File: src/rtl/gb_timer.sv
// DIV/TIMA/TMA/TAC timer: free-running system counter, falling-edge driven TIMA
// with delayed TMA reload and interrupt pulse. Registers live at a 2-bit local address.
module gb_timer #(
    parameter int DIV_WIDTH    = 16,
    parameter int RELOAD_DELAY = 4
) (
    input  logic       clk,
    input  logic       reset,
    input  logic       cs,
    input  logic       we,
    input  logic [1:0] addr,
    input  logic [7:0] wdata,
    output logic [7:0] rdata,
    output logic       tick,
    output logic       timer_irq
);

    typedef enum logic [1:0] {
        ST_RUN    = 2'd0,
        ST_OVF    = 2'd1,
        ST_RELOAD = 2'd2
    } state_t;

    localparam logic [3:0] DELAY_INIT = 4'(RELOAD_DELAY - 1);

    state_t                 state_reg, state_next;
    logic [DIV_WIDTH-1:0]   sys_cnt_reg, sys_cnt_next;
    logic [7:0]             tima_reg, tima_next;
    logic [7:0]             tma_reg, tma_next;
    logic [2:0]             tac_reg, tac_next;
    logic [3:0]             delay_reg, delay_next;
    logic                   prev_sel_reg;
    logic                   tick_reg;
    logic [7:0]             rdata_reg, rdata_next;

    logic wr_div, wr_tima, wr_tma, wr_tac, rd_en;
    logic cnt_bit, sel, edge_evt;

    assign wr_div  = cs & we & (addr == 2'd0);
    assign wr_tima = cs & we & (addr == 2'd1);
    assign wr_tma  = cs & we & (addr == 2'd2);
    assign wr_tac  = cs & we & (addr == 2'd3);
    assign rd_en   = cs & ~we;

    // Frequency select taps the system counter at bit 9/3/5/7.
    always_comb begin
        cnt_bit = 1'b0;
        unique case (tac_reg[1:0])
            2'b00: cnt_bit = sys_cnt_reg[9];
            2'b01: cnt_bit = sys_cnt_reg[3];
            2'b10: cnt_bit = sys_cnt_reg[5];
            2'b11: cnt_bit = sys_cnt_reg[7];
            default: cnt_bit = 1'b0;
        endcase
    end

    // Falling edge of the gated tap; DIV/TAC writes can create these glitch edges.
    assign sel      = tac_reg[2] & cnt_bit;
    assign edge_evt = prev_sel_reg & ~sel;

    always_comb begin
        sys_cnt_next = wr_div ? '0 : sys_cnt_reg + DIV_WIDTH'(1);
        tma_next     = wr_tma ? wdata : tma_reg;
        tac_next     = wr_tac ? wdata[2:0] : tac_reg;
    end

    always_comb begin
        rdata_next = rdata_reg;
        if (rd_en) begin
            unique case (addr)
                2'd0: rdata_next = sys_cnt_reg[DIV_WIDTH-1 -: 8];
                2'd1: rdata_next = tima_reg;
                2'd2: rdata_next = tma_reg;
                2'd3: rdata_next = {5'b11111, tac_reg};
                default: rdata_next = rdata_reg;
            endcase
        end
    end

    // TIMA sequencing: RUN counts, OVF holds zero for the delay, RELOAD loads TMA.
    always_comb begin
        state_next = state_reg;
        delay_next = delay_reg;
        tima_next  = tima_reg;
        timer_irq  = 1'b0;
        unique case (state_reg)
            ST_RUN: begin
                if (wr_tima) begin
                    tima_next = wdata;
                end else if (edge_evt) begin
                    if (tima_reg == 8'hFF) begin
                        tima_next = 8'h00;
                        if (RELOAD_DELAY > 1) begin
                            state_next = ST_OVF;
                            delay_next = DELAY_INIT;
                        end else begin
                            state_next = ST_RELOAD;
                            delay_next = 4'd0;
                        end
                    end else begin
                        tima_next = tima_reg + 8'd1;
                    end
                end
            end
            ST_OVF: begin
                if (wr_tima) begin
                    tima_next  = wdata;
                    state_next = ST_RUN;
                    delay_next = 4'd0;
                end else begin
                    delay_next = delay_reg - 4'd1;
                    if (delay_reg == 4'd1) begin
                        state_next = ST_RELOAD;
                    end
                end
            end
            ST_RELOAD: begin
                // A same-cycle TMA write is already reflected in tma_next.
                tima_next  = tma_next;
                timer_irq  = 1'b1;
                state_next = ST_RUN;
                delay_next = 4'd0;
            end
            default: begin
                state_next = ST_RUN;
                delay_next = 4'd0;
            end
        endcase
    end

    always_ff @(posedge clk or negedge reset) begin
        if (!reset) begin
            state_reg    <= ST_RUN;
            sys_cnt_reg  <= '0;
            tima_reg     <= 8'h00;
            tma_reg      <= 8'h00;
            tac_reg      <= 3'b000;
            delay_reg    <= 4'd0;
            prev_sel_reg <= 1'b0;
            tick_reg     <= 1'b0;
            rdata_reg    <= 8'h00;
        end else begin
            state_reg    <= state_next;
            sys_cnt_reg  <= sys_cnt_next;
            tima_reg     <= tima_next;
            tma_reg      <= tma_next;
            tac_reg      <= tac_next;
            delay_reg    <= delay_next;
            prev_sel_reg <= sel;
            tick_reg     <= edge_evt;
            rdata_reg    <= rdata_next;
        end
    end

    assign rdata = rdata_reg;
    assign tick  = tick_reg;

endmodule
File: config.mk
export PLATFORM = sky130hd
export DESIGN_NAME = gb_timer
export DESIGN_NICKNAME = d
export VERILOG_FILES = /design/src/rtl/gb_timer.sv
export SDC_FILE = /design/constraint.sdc
export NUM_CORES = 1
export LEC_CHECK = 0
export BUFFER_PORTS_ARGS = -buffer_cell sky130_fd_sc_hd__buf_2
export CAP_MARGIN = 20
export CORE_ASPECT_RATIO = 0.9
export CORE_MARGIN = 5
export CORE_UTILIZATION = 30
export CTS_CLUSTER_DIAMETER = 200
export DETAILED_ROUTE_END_ITERATION = 8
export SYNTH_ARGS = -nofsm -noshare
export SYNTH_HDL_FRONTEND = slang
export SYNTH_SLANG_ARGS = --single-unit
File: constraint.sdc
create_clock -name clk -period 3 [get_ports clk]
set_clock_uncertainty 0.15 [all_clocks]
set_input_delay 0.15 -clock clk [delete_from_list [all_inputs] [get_ports clk]]
set_output_delay 0.15 -clock clk [all_outputs]
set_load 0.02 [all_outputs]
==> summary.md <==
| Metric | Value |
|---|---|
| Status | finished clean |
| Initial core utilization | a little under a third |
| Gr usage total | between 10 and 15% |
| Die ar. | 11500 um2 |
| FP Rows | 33 |
| Setup Buffers After CTS | 0 |
| Relative slew slack | a little under three fifths |
| Die height | 102 um |
| Port Buffers | 23 |
| DPL Wire Length | ~4600 um |
| Top_reg_cell synth | dfrtp_1 |
| Post-synth EDFFs | 0 |
| Async set-reset flop share out of synthesis | 100% |
| Antenna diodes | 0 |
| RSZ-0062 raised after global routing | false |
| Synth Register Bits | 51 |
| Drt pass-1 iters | 4 |
| WHS | roughly 0.015 ns |
| Clock Sink Count | 51 |
| Worst Setup End Kind | flop |
| RePlAce Congestion | around 0.85 |
| Data required time at the worst endpoint | roughly 3 ns |
| Setup_tns | 0 ns |
| Root Buffer | clkbuf_8 |
| Placed cell area | 3060 um2 |
| Initial DRC count | 103 |
| Synthesized area per cell | around 11 um2 |
| Synthesized cell area | roughly 2800 um2 |
| Post-layout util | a little over a third |
| Max Slew Vio Count | 0 |
| Crit start category | flop |
| Setup violators final | 0 |
| Pwr/cell area | about 710 nW/um2 |
| Minimum clock period | about 2.3 ns |
| CP max stage delay | ~0.60 ns |
| Hold Vio Cnt, Final | 0 |
| Layout cells sized above 1 | about 22% |
| Ratio of final minimum period to clock period | 77.8% |
| Final nets | 316 |
| Vias in the first global route | 2033 |
| Chip width | about 110 um |
| Worst vdd ir | around 0.22 mV |
| Post-synthesis cell count | around 270 |
| Drt total wl | 6320 um |
| Worst path slowest cell | a311o_1 |
| Final Cell Area | roughly 3200 um2 |
| Worst Tran Pin Value | between 0.6 and 0.7 ns |
| Syn nets | approximately 290 |
| Clk Latency, worst-skew pair | ~0.3 ns |
| Max reg flops | 16 |
| CTS buffer count | 5 |
| Worst-path cell chain | mux2i_1 -> o221ai_1 -> a311o_1 -> nor3_1 -> a211o_1 |
| Crit path arrival time | 2.38 ns |
| Area Overhead vs Synth | 13.6% |
| Initial antenna violation count | 0 |
| Max-Cap Viols | 0 |
| Commonest non-fill, non-tap cell in the layout | dfrtp_1 |
| Largest net degree at the start of global routing | 52 |
| Clock slew at reported path FFs | roughly 0.1 ns |
| Non-Filler Instances | 417 |
| Synth cell types | 50 |
| DRT antenna net count | 0 |
| Dpl cells | 403 |
| Commonest cells after routing, fill and taps aside | dfrtp_1, nand2_1, buf_2, mux2_2, nor2_1 |
| Seq/Total Area, Yosys | a little under half |
| Pleak | 1.43 nW |
| Vias per inst | 5.19 |
| Critical path class | reg2reg |
| H-tree levels | 2 |
| First-pass GRT wire length | 10400 um |
| GRT overflow | 0 |
| CTS max path bufs | 2 |
| CTS tree | done |
| FMAX | 0.428 GHz |
| WL per Instance | about 15 um |
| DRC violations left | 0 |
| Via count | between 2000 and 2500 |
| Core area | slightly above 9000 um2 |
| Worst Hold Class | in2reg |
| Yosys Warn Count | 0 |
| IO Count | 24 |
| Critical-path maximum fanout | 12 |
where the power goes:
| group | switching [mW] | internal (mW) | leakage [nW] | total [mW] |
|---|---|---|---|---|
| clock | 0.238 | 0.163 | 0.0402 | 0.401 |
| sequential | 0.184 | 0.862 | 0.646 | 1.05 |
| combinational | 0.438 | 0.387 | 0.741 | 0.826 |
| total | 0.861 | 1.41 | 1.43 | 2.27 |
worst paths after layout:
path / startpoint / end / slack, ns / depth (start not counted)
min in group asynchronous: reset / tma_reg[6] / 0.34 / 3
hold reg to reg: sys_cnt_reg[0] / sys_cnt_reg[0] / 0.31 / 1
setup / recovery: tac_reg[1] / tima_reg[3] / 0.67 / 5
hold / removal: wdata[5] / tma_reg[5] / 0.02 / 2
setup reg to reg: tac_reg[1] / tima_reg[3] / 0.67 / 5
max in group asynchronous: reset / tima_reg[7] / 1.93 / 3
worst max-delay path: cells and delay by family, from the launching register on:
family	cells	cell delay (ns)
AOI/OAI and AO/OA	3	1.36
and+or+nand+nor	1	0.12
muxes	1	0.16
DFF	1	0.44
per-stage QoR:
step           power (mW)  worst slack [ns]
4_1_cts              2.29             0.677
2_1_floorplan        1.66             0.936
5_1_grt              2.43             0.560
6_report             2.27             0.665
3_3_place_gp         1.87             0.741
3_5_place_dp         1.88             0.702
per-layer routing:
layer  vias to the layer above  part of all wire (%)  global-route usage (%)
li1                       1044                     -                       -
met1                      1074                    47                    14.8
met2                        39                    48                    18.3
met3                         8                   3.9                    2.55
met4                         0                   1.3                    3.42
met5                         -                     0                       0
logic make-up (layout without fill, tap and decap cells):
family                   count (synthesis)  after routing  share of synthesized area (%)
AND/OR/NAND/NOR                         88             88                           16.8
AO/OA/AOI/OAI                           64             64                           16.8
flip-flops                              51             51                           45.2
multiplexers                            24             24                           10.8
buffers and inverters                   19             47                           2.79
XOR/XNOR                                13             13                           4.03
adder cells (fa/ha/maj)                  8              8                           3.54
cell type report:
cell class | instances | area (um2)
Clock buffer | 5 | 68.8
Clock inverter | 3 | 20.0
Fill cell | 944 | 5960
Inverter | 8 | 30.0
Multi-Input combinational cell | 197 | 1470
Sequential cell | 51 | 1280
Tap cell | 122 | 153
Timing Repair Buffer | 31 | 190
what timing repair did:
item / in CTS / in global routing
endpoints found under the setup margin: 0 / 0
gates resized for setup: 0 / 0
endpoints found under the hold margin: 57 / 1
hold buffers: 5 / 1
synth_stat cells, types with 2 or more instances:
| master | number | area, um2 |
|---|---|---|
| a211o_1 | 2 | 17.5 |
| a21o_1 | 2 | 15.0 |
| a21oi_1 | 11 | 55.1 |
| a221oi_2 | 3 | 45.0 |
| a22o_1 | 5 | 43.8 |
| a31oi_1 | 3 | 18.8 |
| a32o_1 | 2 | 20.0 |
| a41oi_1 | 2 | 17.5 |
| and2_1 | 4 | 25.0 |
| and3_1 | 3 | 18.8 |
| and4_1 | 2 | 17.5 |
| clkbuf_1 | 10 | 37.5 |
| dfrtp_1 | 51 | 1280 |
| ha_1 | 8 | 100 |
| inv_1 | 8 | 30.0 |
| mux2_2 | 18 | 203 |
| mux2i_1 | 2 | 20.0 |
| mux4_2 | 3 | 67.6 |
| nand2_1 | 24 | 90.1 |
| nand2b_1 | 4 | 25.0 |
| nand3_1 | 8 | 40.0 |
| nand4_1 | 6 | 37.5 |
| nand4b_4 | 2 | 47.6 |
| nor2_1 | 18 | 67.6 |
| nor3_1 | 8 | 40.0 |
| nor3b_1 | 2 | 15.0 |
| o21ai_0 | 13 | 65.1 |
| o21ai_1 | 2 | 10.0 |
| o22ai_1 | 6 | 37.5 |
| o31ai_1 | 3 | 22.5 |
| or3_1 | 2 | 12.5 |
| xnor2_1 | 2 | 17.5 |
| xor2_1 | 11 | 96.3 |
No activity file was read; power rests on OpenSTA's default activity.
